==> src/rtl/mini_alu_seq_if.sv <==
// Handshaked operand/result bundle for mini_alu_seq.
// The master side presents operands and consumes results.
// The slave side is the ALU itself.
interface mini_alu_seq_if #(
  parameter int WIDTH = 4,
  parameter int RES_W = 20
) ();

  // Request channel: one operand pair plus opcode per transaction
  logic             in_valid;
  logic             in_ready;
  logic [WIDTH-1:0] op1;
  logic [WIDTH-1:0] op2;
  logic [1:0]       opcode;

  // Response channel: result plus its zero flag
  logic             out_valid;
  logic             out_ready;
  logic [RES_W-1:0] result;
  logic             zero;

  // Stimulus source / result sink side
  modport master (
    output in_valid,
    output op1,
    output op2,
    output opcode,
    output out_ready,
    input  in_ready,
    input  out_valid,
    input  result,
    input  zero
  );

  // ALU side
  modport slave (
    input  in_valid,
    input  op1,
    input  op2,
    input  opcode,
    input  out_ready,
    output in_ready,
    output out_valid,
    output result,
    output zero
  );

endinterface

==> src/rtl/mini_alu_seq.sv <==
// mini_alu_seq: handshaked add/sub/shift ALU.
// Add and subtract finish in one cycle.
// Shifts move one bit per cycle through an accumulator.
// Only one transaction is in flight: the block accepts a request in IDLE.
// It then holds the result in DONE until the sink takes it.
module mini_alu_seq #(
  parameter int WIDTH = 4,
  parameter int RES_W = 20
) (
  input  logic          clk,
  input  logic          rst,
  mini_alu_seq_if.slave bus
);

  typedef enum logic [1:0] {
    IDLE  = 2'b00,
    SHIFT = 2'b01,
    DONE  = 2'b10
  } state_t;

  typedef enum logic [1:0] {
    OP_ADD = 2'b00,
    OP_SUB = 2'b01,
    OP_SHL = 2'b10,
    OP_SHR = 2'b11
  } opcode_t;

  state_t           state;
  state_t           state_n;
  logic [RES_W-1:0] acc;
  logic [RES_W-1:0] acc_n;
  logic [WIDTH-1:0] cnt;
  logic [WIDTH-1:0] cnt_n;
  logic             shift_left;
  logic             shift_left_n;
  logic [RES_W-1:0] result_q;
  logic [RES_W-1:0] result_n;
  logic             zero_q;
  logic             zero_n;

  logic [RES_W-1:0] op1_ext;
  logic [RES_W-1:0] op2_ext;
  logic [RES_W-1:0] shifted;

  // Operands widened to result width; subtraction wraps here, which yields the sign-extended difference
  always_comb begin
    op1_ext = RES_W'(bus.op1);
    op2_ext = RES_W'(bus.op2);
  end

  // One-bit step of the accumulator; shl drops the bit that leaves the top, both directions fill with 0
  always_comb begin
    if (shift_left) begin
      shifted = {acc[RES_W-2:0], 1'b0};
    end else begin
      shifted = {1'b0, acc[RES_W-1:1]};
    end
  end

  // Next-state and datapath decisions; the result is written only when entering DONE
  always_comb begin
    state_n      = state;
    acc_n        = acc;
    cnt_n        = cnt;
    shift_left_n = shift_left;
    result_n     = result_q;
    zero_n       = zero_q;

    case (state)
      IDLE: begin
        if (bus.in_valid) begin
          case (opcode_t'(bus.opcode))
            OP_ADD: begin
              result_n = op1_ext + op2_ext;
              zero_n   = ((op1_ext + op2_ext) == '0);
              state_n  = DONE;
            end
            OP_SUB: begin
              result_n = op1_ext - op2_ext;
              zero_n   = ((op1_ext - op2_ext) == '0);
              state_n  = DONE;
            end
            default: begin
              // Shifts: a zero count gives op1 unchanged, so it skips the SHIFT state entirely
              if (bus.op2 == '0) begin
                result_n = op1_ext;
                zero_n   = (op1_ext == '0);
                state_n  = DONE;
              end else begin
                acc_n        = op1_ext;
                cnt_n        = bus.op2;
                shift_left_n = (opcode_t'(bus.opcode) == OP_SHL);
                state_n      = SHIFT;
              end
            end
          endcase
        end
      end

      SHIFT: begin
        acc_n = shifted;
        cnt_n = cnt - WIDTH'(1);
        // Last step: publish the post-shift value in the same cycle the count reaches zero
        if (cnt == WIDTH'(1)) begin
          result_n = shifted;
          zero_n   = (shifted == '0);
          state_n  = DONE;
        end
      end

      DONE: begin
        // Result is held until the sink accepts it; zero must not remain asserted once out_valid drops
        if (bus.out_ready) begin
          zero_n  = 1'b0;
          state_n = IDLE;
        end
      end

      default: begin
        state_n = IDLE;
      end
    endcase
  end

  // State and datapath registers; reset takes priority over any handshake in the same cycle
  always_ff @(posedge clk) begin
    if (rst) begin
      state      <= IDLE;
      acc        <= '0;
      cnt        <= '0;
      shift_left <= 1'b0;
      result_q   <= '0;
      zero_q     <= 1'b0;
    end else begin
      state      <= state_n;
      acc        <= acc_n;
      cnt        <= cnt_n;
      shift_left <= shift_left_n;
      result_q   <= result_n;
      zero_q     <= zero_n;
    end
  end

  // Handshake outputs come straight from the state, so they never glitch on input changes
  always_comb begin
    bus.in_ready  = (state == IDLE);
    bus.out_valid = (state == DONE);
    bus.result    = result_q;
    bus.zero      = zero_q;
  end

endmodule

==> src/flat_wrapper.sv <==
// flat-port wrapper written by rule: the top's interface ports become plain ports
module mini_alu_seq_flat 
#(
  parameter int WIDTH = 4,
  parameter int RES_W = 20
)
  (clk, rst, bus_in_valid, bus_op1, bus_op2, bus_opcode, bus_out_ready, bus_in_ready, bus_out_valid, bus_result, bus_zero);
  mini_alu_seq_if #(.WIDTH(WIDTH), .RES_W(RES_W)) bus_i ();
  input  logic clk;
  input  logic rst;
  input wire logic [$bits(bus_i.in_valid)-1:0] bus_in_valid;
  input wire logic [$bits(bus_i.op1)-1:0] bus_op1;
  input wire logic [$bits(bus_i.op2)-1:0] bus_op2;
  input wire logic [$bits(bus_i.opcode)-1:0] bus_opcode;
  input wire logic [$bits(bus_i.out_ready)-1:0] bus_out_ready;
  output wire logic [$bits(bus_i.in_ready)-1:0] bus_in_ready;
  output wire logic [$bits(bus_i.out_valid)-1:0] bus_out_valid;
  output wire logic [$bits(bus_i.result)-1:0] bus_result;
  output wire logic [$bits(bus_i.zero)-1:0] bus_zero;
  assign bus_i.in_valid = bus_in_valid;
  assign bus_i.op1 = bus_op1;
  assign bus_i.op2 = bus_op2;
  assign bus_i.opcode = bus_opcode;
  assign bus_i.out_ready = bus_out_ready;
  assign bus_in_ready = bus_i.in_ready;
  assign bus_out_valid = bus_i.out_valid;
  assign bus_result = bus_i.result;
  assign bus_zero = bus_i.zero;
  mini_alu_seq #(.WIDTH(WIDTH), .RES_W(RES_W)) u_core (.clk(clk), .rst(rst), .bus(bus_i));
endmodule
==> config.mk <==
export PLATFORM = sky130hd
export DESIGN_NAME = mini_alu_seq_flat
export DESIGN_NICKNAME = d
export VERILOG_FILES = /design/src/rtl/mini_alu_seq_if.sv /design/src/rtl/mini_alu_seq.sv /design/src/flat_wrapper.sv
export SDC_FILE = /design/constraint.sdc
export NUM_CORES = 1
export LEC_CHECK = 0
export CAP_MARGIN = 0
export CORE_ASPECT_RATIO = 1.2
export CORE_MARGIN = 2
export CORE_UTILIZATION = 45
export CTS_BUF_LIST = sky130_fd_sc_hd__clkbuf_8
export CTS_CLUSTER_SIZE = 10
export DETAILED_ROUTE_END_ITERATION = 7
export HOLD_SLACK_MARGIN = 0.02
export PLACE_DENSITY = 0.7
export SKIP_CTS_REPAIR_TIMING = 1
export SLEW_MARGIN = 0
export SYNTH_ARGS = -nofsm -noshare
export SYNTH_HDL_FRONTEND = slang
export SYNTH_SLANG_ARGS = --single-unit
==> constraint.sdc <==
create_clock -name clk -period 1.8 [get_ports clk]
set_input_delay 0.18 -clock clk [delete_from_list [all_inputs] [get_ports clk]]
set_output_delay 0.18 -clock clk [all_outputs]
set_load 0.02 [all_outputs]
# Yosys cells after proc, flatten, opt, wreduce, memory -nomap -nowiden
# Cells that the tools add are included.
[word_totals]
word_cells = 63
ff_bits = 48
[op_classes]
eq_ne = 11
muxes = 26
add_sub_neg = 3
n_reduce_logical = 15
n_bitwise = 2
[ops]
columns = ["cell", "n"]
rows = [
  ["20-bit two-way mux", 7],
  ["20-bit case mux with 2 select lines", 3],
  ["20-bit zero test", 4],
  ["4-bit two-way mux", 3],
  ["4-bit AND reduction", 3],
  ["2-bit two-way mux", 5],
  ["2-bit != test (second input constant)", 4],
  ["4-bit case mux with 2 select lines", 1],
  ["2-bit case mux with 3 select lines", 1],
  ["4-bit by 4-bit adder with 5-bit output", 1],
  ["5-bit AND reduction", 1],
  ["4-bit by 4-bit subtractor with 5-bit output", 1],
  ["2-bit by 1-bit equality test with 1-bit output (second input constant)", 2],
  ["2-bit equality test (second input constant)", 2],
  ["4-bit by 1-bit equality test with 1-bit output (second input constant)", 1],
  ["2-bit zero test", 2],
  ["4-bit zero test", 1],
  ["1-bit two-way mux", 4],
  ["4-bit by 1-bit != test with 1-bit output (second input constant)", 1],
  ["4-bit by 1-bit subtractor with 4-bit output (second input constant)", 1],
  ["1-bit case mux with 3 select lines", 1],
  ["3-bit AND reduction", 1],
  ["3-bit nonzero test", 1],
  ["2-bit by 1-bit != test with 1-bit output (second input constant)", 1],
  ["4 further kinds", 5],
]

# Logic depth before layout (Yosys ltp)
[depth]
word_depth = 5
mapped_depth = 9
mapped_depth_nobuf = 8

# Worst setup path before layout
# OpenSTA, ideal clock, no wires.
[synth_timing]
path_kind = "input port to flip-flop"
start = "input port bus_op1[0]"
end = "register u_core.result_q[10], in the netlist u_core.bus.result[10]"
t_arrival_ns = 1.834
required_ns = 1.663
setup_slack_ns = -0.171
stages = 9
setup_time_ns = 0.137
path_cell_list = "inv_1 -> ha_1 -> fa_1 -> nand2b_1 -> a21oi_1 -> o311ai_0 -> a21oi_2 -> buf_4 -> a211oi_1"
[synth_via]
elab_chain_cells = 4
[synth_rtl]
columns = ["element", "line_no", "rtl"]
rows = [
  ["from (decl)", "flat_wrapper.sv:12", "input wire logic [$bits(bus_i.op1)-1:0] bus_op1;"],
  ["4-bit by 4-bit subtractor with 5-bit output", "mini_alu_seq.sv:79", "result_n = op1_ext - op2_ext;"],
  ["20-bit case mux with 2 select lines", "mini_alu_seq.sv:72", "case (opcode_t'(bus.opcode))"],
  ["20-bit two-way mux", "mini_alu_seq.sv:71", "if (bus.in_valid) begin"],
  ["20-bit case mux with 2 select lines", "mini_alu_seq.sv:69", "case (state)"],
  ["to (signal assigned)", "mini_alu_seq.sv:139", "result_q <= result_n;"],
  ["to (decl)", "mini_alu_seq.sv:36", "logic [RES_W-1:0] result_q;"],
]
# Every way passes these cells. The select of a mux whose other input is x is not followed.
# A chain may end at the register's enable or synchronous reset.

# Worst setup path in the final report
[layout_timing]
start = "register u_core.state[1]"
end = "register u_core.zero_q, in the netlist u_core.bus.zero"
[layout_via]
elab_chain_cells = 3
[layout_rtl]
columns = ["element", "line_no", "rtl"]
rows = [
  ["from (decl)", "mini_alu_seq.sv:28", "state_t state;"],
  ["from (signal assigned)", "mini_alu_seq.sv:135", "state <= state_n;"],
  ["2-bit zero test, or another cell as far along", "mini_alu_seq.sv:69", ""],
  ["4-bit by 1-bit != test with 1-bit output (no source line), or another cell as far along", "-", ""],
  ["5-bit AND reduction (no source line)", "-", ""],
  ["to (signal assigned)", "mini_alu_seq.sv:140", "zero_q <= zero_n;"],
  ["to (decl)", "mini_alu_seq.sv:38", "logic zero_q;"],
]
# Parallel ways exist; a longest one is shown, timed or not.

==> results <==
- The run finished with clean final reports.
- Of the total power, registers draw 0.369.
- Data arrives at the worst endpoint at 1.94 ns.
- The vertical die dimension is 90.6 microns.
- Detailed routing placed a total of 322 microns of wire on met3.
- The clock tree from TritonCTS is yes.
- Port buffering added 36 buffers.
- The number of top-level design ports is 37.
- The die covers 6900 sq um.
- The post-synthesis area per instance is 8.10 sq um.
- The maximum fanout count along the critical path is 4.
- For this configuration, the core starts out at a cell density of 0.464.
- The top metal layer carrying routed signals is met4.
- The post-synthesis sequential area ratio is 0.342.
- The startpoint identified for the worst register-to-register timing path is u_core.state[1].
- The total half-perimeter wirelength after legalization and detailed placement is 5.60 mm.
- Synthesis instantiated 48 different standard cells from the library.
- STA classifies the critical path endpoint as a register.
- The remaining routing DRC violations is 0.
- The cell count after synthesis is 347.
- Overall power consumption after layout is estimated at 3460 uW.
- The utilization after layout is 0.649.
- The combinational group share of total power is 0.436.
- The row count is 31.
- The area growth from synthesis to layout is 39.7%.
- The first global-routing pass estimated 12.3 mm of wire.
- IR analysis of the VDD net gives a maximum drop of 366 uV.
- Global routing finished with a remaining overflow of 0.
- The routed design has 7.82 mm of wire.
- The flip-flop and latch count after synthesis is 48.
- The maximum count of clock buffers along a single path is 2.
- The final-report hold violation count is 0.
- Max-cap violations in this run came to 0.
- Grouping stages by cell kind, the critical path spends the most delay in simple AND/OR/NAND/NOR gates.
- STA classifies the critical path startpoint as a register.
- Counting flops with a built-in enable in the synthesized netlist gives 0.
- In this run the remaining antenna-violating nets after routing total 0.
- The clock period minus final worst setup slack is 1.72 ns.
- For this run, the post-layout net count is 453.
- The final count of pins violating max slew is 0.
- The fraction of final layout cells with drive strength greater than 1 is 0.298.
- The layout filler cell count is 548.
- Internal power comes to 2250 uW.
- Static timing analysis puts the maximum clock frequency at 0.583 GHz.
- The total area inside the core boundary comes to 6050 sq um.
- The source-to-sink clock delay at the later pin of the worst-skew pair is 0.31 ns.
- The clock drives 48 sinks.
- Setup repair after global routing could not meet its margin everywhere.
- The clock-pin slew of the registers on the worst-case setup and hold paths is 0.08 ns.
- The global-route usage over all layers is 0.219.
- In this run, the number of DRC markers left after iteration 0 of detailed routing was 143.
- The total number of vias is 2,812.
- The width of the chip is 76.1 microns.
- Summing every instance area after synthesis gives 2810 sq um.
- The count of buffering cells on the critical path with inverters included is 1.
- The pin count of the biggest net entering global routing is 41.
- The critical path is of the reg2reg type.
- The count of TritonRoute iterations in the first routing pass is 4.
- The clock share of power is 0.195.
- The number of nets handed over by synthesis was 377.
- The startpoint identified for the worst hold timing path is bus_op1[0].
- The number of antenna violations at the first check in global routing came to 0.
- After detailed routing, the number of vias per cell comes to 5.57.
- For the final database, setup skew stands at 0.00415 ns.
- The clock buffer count from CTS is 5.
- Routability-driven placement finished with a final weighted congestion of 0.905.
- The slowest stage of the critical path is the sky130_fd_sc_hd__dfxtp_2 cell.
- In the final routed layout, each cell accounts on average for 15.5 microns.
- Clock tree synthesis selected as its root buffer the cell sky130_fd_sc_hd__clkbuf_8.
- Walking the worst path, the cells encountered are inv_2 > ha_4 > nor4b_4 > nand3_1 > nor4b_2 > a21oi_1 > a311oi_1.
- The number of levels the H-tree was split into is 2.
- In this run the power spent charging and discharging nets is 1210 uW.
- Leaving out fill and tap cells, the most frequent cells in the layout are 65 x sky130_fd_sc_hd__nor2_1, 49 x sky130_fd_sc_hd__buf_4, 45 x sky130_fd_sc_hd__dfxtp_1, 33 x sky130_fd_sc_hd__nand2_1, 32 x sky130_fd_sc_hd__a21oi_1.
- The count of endpoints failing setup in the final report is 0.
- The share of total power consumed by net switching is 0.350.
- The worst endpoint required time is 2.02 ns.
- The most instantiated flip-flop cell in the synthesis netlist is sky130_fd_sc_hd__dfxtp_1.
- In this run the worst setup path begins at u_core.state[1].
- The pin slew with the least headroom to its limit is 0.536 ns.
- The detailed router put a total of 3.11 mm of wire on met1.
- The final worst-path cycle share is 0.953.
- The number of global-route vias before repair is 2,672.
- The worst hold path class is in2reg.
- Headroom to the max-slew limit came out at 0.643.
- For this run, the number of Yosys warnings is 0.
- The most frequent standard cell in the layout excluding fill and tap cells is sky130_fd_sc_hd__nor2_1.
- In the detailed route, the total length drawn on met2 is 4.19 mm.
- The leakage power summed over all cells is 0.00157 uW.
- The largest incremental delay on the critical path is 0.34 ns.
- The number of antenna diodes in the final layout is 0.
- Dividing total power by cell area gives a power density of 881 nW/um^2.
- The post-synthesis async set-or-reset flop share is 0.
## registers in the layout, summed over array words and instances (netlist names)
register           cells
u_core.bus.result     20
u_core.cnt             4
u_core.acc            20
u_core.bus.zero        1
u_core.shift_left      1
u_core.state           2
## power groups by stage
stage / combinational [uW] / clock [uW] / sequential, uW
final: 1510 / 673 / 1280
after global routing: 1630 / 723 / 1300
after CTS: 1340 / 681 / 1270
after detailed placement: 1340 / 0 / 1300
after global placement: 1320 / 0 / 1290
after floorplan: 643 / 0 / 1410
## layer usage
metal	vias to the layer above	track usage
met5	-	0
met1	1338	0.245
met3	17	0.0300
li1	1369	-
met2	88	0.417
met4	0	0.0788
## cell usage after synthesis (6+ instances only)
| cell type | instances | area (sq um) |
|---|---|---|
| sky130_fd_sc_hd__dfxtp_1 | 48 | 961 |
| sky130_fd_sc_hd__a21oi_1 | 33 | 165 |
| sky130_fd_sc_hd__mux2i_1 | 6 | 60.1 |
| sky130_fd_sc_hd__nor2_1 | 65 | 244 |
| sky130_fd_sc_hd__nand2_1 | 35 | 131 |
| sky130_fd_sc_hd__inv_1 | 16 | 60.1 |
| sky130_fd_sc_hd__mux2_2 | 16 | 180 |
| sky130_fd_sc_hd__o211ai_1 | 6 | 45.0 |
| sky130_fd_sc_hd__a211oi_2 | 7 | 87.6 |
| sky130_fd_sc_hd__clkbuf_1 | 10 | 37.5 |
| sky130_fd_sc_hd__buf_2 | 8 | 40.0 |
| sky130_fd_sc_hd__ha_1 | 14 | 175 |
| sky130_fd_sc_hd__a211oi_1 | 11 | 82.6 |
## per-stage QoR
stage | TNS [ns] | area (sq um) | worst slack, ns | instances | hold WS, ns
2_1_floorplan | 0 | 2820 | 0.00996 | 347 | 0.351
3_3_place_gp | -19.37 | 3610 | -0.540 | 493 | 0.478
3_5_place_dp | -21.08 | 3610 | -0.609 | 493 | 0.484
4_1_cts | -5.99 | 3700 | -0.282 | 500 | 0.328
5_1_grt | -0.0490 | 3930 | -0.0298 | 505 | 0.327
6_report | 0 | 3930 | 0.0847 | 505 | 0.298
## layout make-up
cell class | instances | area (sq um) | share of cell area
well taps | 82 | 103 | 0.0261
flip-flops and latches | 48 | 965 | 0.246
repair buffers | 92 | 872 | 0.222
clock buffers | 6 | 82.6 | 0.0210
inverters | 16 | 60.1 | 0.0153
clock inverters | 1 | 8.76 | 0.00223
multi-input cells | 260 | 1830 | 0.467
## tightest hold or removal path, cell delays in order
cell and delay (ns):
sky130_fd_sc_hd__clkbuf_2 0.10, sky130_fd_sc_hd__buf_4 0.14, sky130_fd_sc_hd__nand2_1 0.06, sky130_fd_sc_hd__a311oi_1 0.08
## logic make-up after synthesis
| logic type | after synthesis | share of synthesized area |
|---|---|---|
| compound gates | 85 | 0.215 |
| xor+xnor | 3 | 0.00935 |
| fa+ha+maj | 16 | 0.0766 |
| buf+inv | 39 | 0.0597 |
| flops | 48 | 0.342 |
| mux | 22 | 0.0855 |
| simple gates | 134 | 0.211 |
## worst paths after layout
path                                              to  slack, ns  depth (start not counted)
worst max-delay path                 u_core.bus.zero       0.08                          7
worst min-delay path                   u_core.acc[0]       0.30                          4
worst max register to register       u_core.bus.zero       0.08                          7
worst min register to register  u_core.bus.result[2]       0.49                          2
(Power assumes the default switching activity.)
